--- config.mk ---
export PLATFORM = sky130hd
export DESIGN_NAME = sort8_sequencer
export DESIGN_NICKNAME = d
export VERILOG_FILES = /design/src/rtl/sort8_pkg.sv /design/src/rtl/sort8_sequencer_cmp_exchange.sv /design/src/rtl/sort8_sequencer.sv
export SDC_FILE = /design/constraint.sdc
export NUM_CORES = 1
export LEC_CHECK = 0
export ABC_AREA = 0
export CAP_MARGIN = 20
export CORE_ASPECT_RATIO = 1.4
export CORE_MARGIN = 2
export CORE_UTILIZATION = 40
export DETAILED_ROUTE_END_ITERATION = 8
export GPL_TIMING_DRIVEN = 0
export PLACE_DENSITY_LB_ADDON = 0.05
export SYNTH_ARGS = -nofsm -noshare
export SYNTH_HDL_FRONTEND = slang
export SYNTH_HIERARCHICAL = 1
export SYNTH_SLANG_ARGS = --single-unit
--- constraint.sdc ---
create_clock -name clk -period 9.05 [get_ports clk]
set_input_delay 1.3575 -clock clk [delete_from_list [all_inputs] [get_ports clk]]
set_output_delay 1.3575 -clock clk [all_outputs]
set_load 0.02 [all_outputs]
--- src/rtl/sort8_pkg.sv ---
// sort8_pkg: shared FSM state type, sizes and the 19-step Batcher odd-even merge schedule for sort8_sequencer
package sort8_pkg;
  typedef enum logic [1:0] {IDLE, SORT, DONE} state_t;
  localparam int N_ELEM = 8;
  localparam int N_STEPS = 19;
  localparam logic [2:0] STEP_I [0:N_STEPS-1] = '{3'd0, 3'd2, 3'd4, 3'd6, 3'd0, 3'd1, 3'd4, 3'd5, 3'd1, 3'd5,
                                                  3'd0, 3'd1, 3'd2, 3'd3, 3'd2, 3'd3, 3'd1, 3'd3, 3'd5};
  localparam logic [2:0] STEP_J [0:N_STEPS-1] = '{3'd1, 3'd3, 3'd5, 3'd7, 3'd2, 3'd3, 3'd6, 3'd7, 3'd2, 3'd6,
                                                  3'd4, 3'd5, 3'd6, 3'd7, 3'd4, 3'd5, 3'd2, 3'd4, 3'd6};
endpackage

--- src/rtl/sort8_sequencer_cmp_exchange.sv ---
// cmp_exchange: combinational compare-exchange; a/b in, desc selects order, lo_out takes min (asc) or max (desc), equal values pass straight through
module cmp_exchange #(
  parameter int W = 8
) (
  input  logic [W-1:0] a,
  input  logic [W-1:0] b,
  input  logic         desc,
  output logic [W-1:0] lo_out,
  output logic [W-1:0] hi_out
);
  logic swap;
  assign swap = desc ? (a < b) : (a > b);
  assign lo_out = swap ? b : a;
  assign hi_out = swap ? a : b;
endmodule

--- src/rtl/sort8_sequencer.sv ---
// sort8_sequencer: sorts eight W-bit values with one shared compare-exchange; in_valid/in_ready/in_data/in_desc in, out_valid/out_ready/out_data out, busy in SORT or DONE
module sort8_sequencer
  import sort8_pkg::*;
#(
  parameter int W = 8
) (
  input  logic                  clk,
  input  logic                  rst,
  input  logic                  in_valid,
  output logic                  in_ready,
  input  logic [N_ELEM*W-1:0]   in_data,
  input  logic                  in_desc,
  output logic                  out_valid,
  input  logic                  out_ready,
  output logic [N_ELEM*W-1:0]   out_data,
  output logic                  busy
);
  state_t state, state_nx;
  logic [4:0] step;
  logic [W-1:0] r [N_ELEM];
  logic desc_q;
  logic [2:0] i_idx, j_idx;
  logic [W-1:0] lo, hi;
  assign i_idx = STEP_I[step];
  assign j_idx = STEP_J[step];
  cmp_exchange #(.W(W)) u_cmp (
    .a(r[i_idx]),
    .b(r[j_idx]),
    .desc(desc_q),
    .lo_out(lo),
    .hi_out(hi)
  );
  always_comb begin
    state_nx = state;
    state_nx = state == IDLE ? (in_valid ? SORT : IDLE) :
               state == SORT ? (step == 5'(N_STEPS - 1) ? DONE : SORT) :
               (out_ready ? IDLE : DONE);
  end
  assign in_ready = state == IDLE;
  assign out_valid = state == DONE;
  assign busy = state != IDLE;
  for (genvar k = 0; k < N_ELEM; k++) begin : g_out
    assign out_data[W*k +: W] = r[k];
  end
  always_ff @(posedge clk or posedge rst) begin
    if (rst) begin
      state <= IDLE;
      step <= '0;
      desc_q <= 1'b0;
      for (int k = 0; k < N_ELEM; k++) r[k] <= '0;
    end else begin
      state <= state_nx;
      if (state == IDLE && in_valid) begin
        for (int k = 0; k < N_ELEM; k++) r[k] <= in_data[W*k +: W];
        desc_q <= in_desc;
        step <= '0;
      end else if (state == SORT) begin
        r[i_idx] <= lo;
        r[j_idx] <= hi;
        if (step != 5'(N_STEPS - 1)) step <= step + 5'd1;
      end
    end
  end
endmodule
==> flow_summary.ini <==
[route]
ant_nets = 0
drt-total-wl_um = 28900
firstDrtPassIters = 5
first_iter_violations = 499
viasPerCell = 6.32
wire_per_inst_um = 27.3
post-route-drc-count = 0
dr_total_vias = 6688

[sta]
max_slew_margin = 0.297
rsz0062_at_grt = false
drv_slew = 0
finalSetupViolCount = 0
period_needed_ps = 6450
fin_tns_setup_ps = 0
hold_viol = 0
skew_ps = 7.34
max_freq_mhz = 155
min_period_over_period = 0.713
tightest_slew_ps = 1050

[global_routing]
overflow = 0
antenna_found_initial = 0
grtUsageTotal = 0.353
grt_max_degree = 52
grt_pass1_wl_um = 42000
first_global_vias = 6706

[job]
max_cap_viol_count = 0

[worst_setup_path]
critical_path_arrival_ps = 6680
critPathKind = reg -> reg
end_kind = flip-flop
cp.required_ps = 9280
startpoint_type = flip-flop
crit_fanout = 10

[logic_synthesis]
synth_common_cells = nand2_1 (100), dfrtp_1 (72), nor2_1 (63), mux2_2 (55), nor3_1 (51)
syn_nets = 792
synth_edf_count = 0
async_reset_ff_frac = 1.00
yosysMostFrequentCell = nand2_1
synth_area_leaders = dfrtp_1 (29%), mux2_2 (9.9%), nand2_1 (6.0%), mux2i_1 (5.9%), mux2_4 (4.3%)
synth-main-ff-cell = dfrtp_1
yosys_warnings = 6
syn_area_um2 = 6230
yosys.area.top_type = dfrtp_1
synth_cell_types = 75
synth_seq_area_share = 0.289
syn_avg_cell_area_um2 = 8.77
syn-instance-count = 710
yosysTopAreaCellShare = 0.289
ys_ff_latch = 72

[cts]
post_cts_buffers = 0
numCtsBuffers = 9
clkLatencyLatePin_ps = 350
cts_tree = built
cts-htree-levels = 3
clkTransAtPathRegs_ps = 60
root_buffer = clkbuf_16
cts_buffer_depth = 2
cts_hold_buffers = 0
cts_resized = 0
clock_sinks = 72

[finish]
area_delta_synth_final_pct = 30.9
fin_util = 0.529
drive_above_1_share = 0.166
nNetsFinal = 939
diodes = 0

[floorplan]
io-pin-count = 136
die_h_um = 152
die_w_um = 109
core-area_um2 = 15400
die_area_um2 = 16600
rows = 54
start_util = 0.404

[placed_design]
portBuffers = 135
gp_congestion = 0.959
hpwl_um = 21800

[run_status]
status = finished, final reports clean

[hold_path]
min_path_type = reg -> reg
[metal layers]
metal / up-vias / share of wire / track usage
li1: 2915 / - / -
met1: 3300 / 0.39 / 0.433
met2: 371 / 0.49 / 0.580
met3: 102 / 0.066 / 0.0590
met4: 0 / 0.058 / 0.201
met5: - / 0 / 0
[critical path: stages, from the launching register on]
cell      delay [ps]
dfrtp_1          530
clkbuf_1         400
inv_1            210
ha_1             290
nor2b_1          160
mux2i_1          790
buf_2            410
nor3_1            90
a21oi_1          220
o221ai_1         300
ha_1             400
nor2b_1          130
o211ai_1         280
a211oi_1         120
a211o_1          300
buf_6            150
buf_12           150
mux2_4           290
clkbuf_1         410
mux2_4           420
mux2_2           260
[flip-flops by register name, indices dropped and copies added, names as in the netlist]
signal and cells:
desc_q 1, out_data 64, state 2, step 5
[kinds of logic (layout without fill, tap and decap cells)]
kind of cell | Yosys count | in the layout | synth area share
AO/OA/AOI/OAI | 160 | 160 | 0.203
XOR/XNOR | 4 | 4 | 0.00563
adder cells (fa/ha/maj) | 13 | 13 | 0.0261
buffers and inverters | 75 | 227 | 0.0599
flip-flops | 72 | 72 | 0.289
multiplexers | 114 | 114 | 0.217
AND/OR/NAND/NOR | 272 | 272 | 0.199
[area by class of cell]
class | instances | area [um2]
Fill cell | 1462 | 7250
Clock inverter | 6 | 68.8
Multi-Input combinational cell | 563 | 4050
Buffer | 58 | 309
Timing Repair Buffer | 136 | 1380
Inverter | 17 | 66.3
Clock buffer | 10 | 229
Sequential cell | 72 | 1800
Tap cell | 196 | 245
[cells in the final DEF, fill, tap and decap left out, types with 10 or more instances in the layout]
| master | n |
|---|---|
| o21ai_0 | 10 |
| buf_2 | 15 |
| mux2_4 | 18 |
| o41ai_1 | 22 |
| nand3_1 | 25 |
| clkbuf_1 | 31 |
| mux2i_1 | 37 |
| nand2_1 | 100 |
| o211ai_1 | 25 |
| ha_1 | 13 |
| a21oi_1 | 38 |
| dfrtp_1 | 72 |
| nor3_1 | 51 |
| inv_1 | 15 |
| clkdlybuf4s50_1 | 135 |
| nor2_1 | 63 |
| mux2_2 | 55 |
[through the flow]
step	cell area (um2)	worst slack [ps]	instances	hold slack (ps)
floorplan	6230	4240	710	486
global placement	7820	2710	1041	539
detailed placement	7850	2740	1042	553
CTS	8150	2720	1058	567
global route	8150	2260	1058	578
finish	8150	2600	1058	563
[path summary, 6_finish.rpt]
check                                     from                       end  slack (ps)  cells after the start
max                        step[1]$_DFFE_PP0P_  out_data[54]$_DFFE_PP0P_        2600                     20
min                         desc_q$_DFFE_PP0P_        desc_q$_DFFE_PP0P_         560                      2
max reg2reg                step[1]$_DFFE_PP0P_  out_data[54]$_DFFE_PP0P_        2600                     20
min reg2reg                 desc_q$_DFFE_PP0P_        desc_q$_DFFE_PP0P_         560                      2
max in group asynchronous                  rst  out_data[50]$_DFFE_PP0P_        7130                      3
min in group asynchronous                  rst   out_data[6]$_DFFE_PP0P_        1330                      2
Power is not shown: default switching activity piles up to over one toggle a cycle in this logic, so the estimate is an artifact.
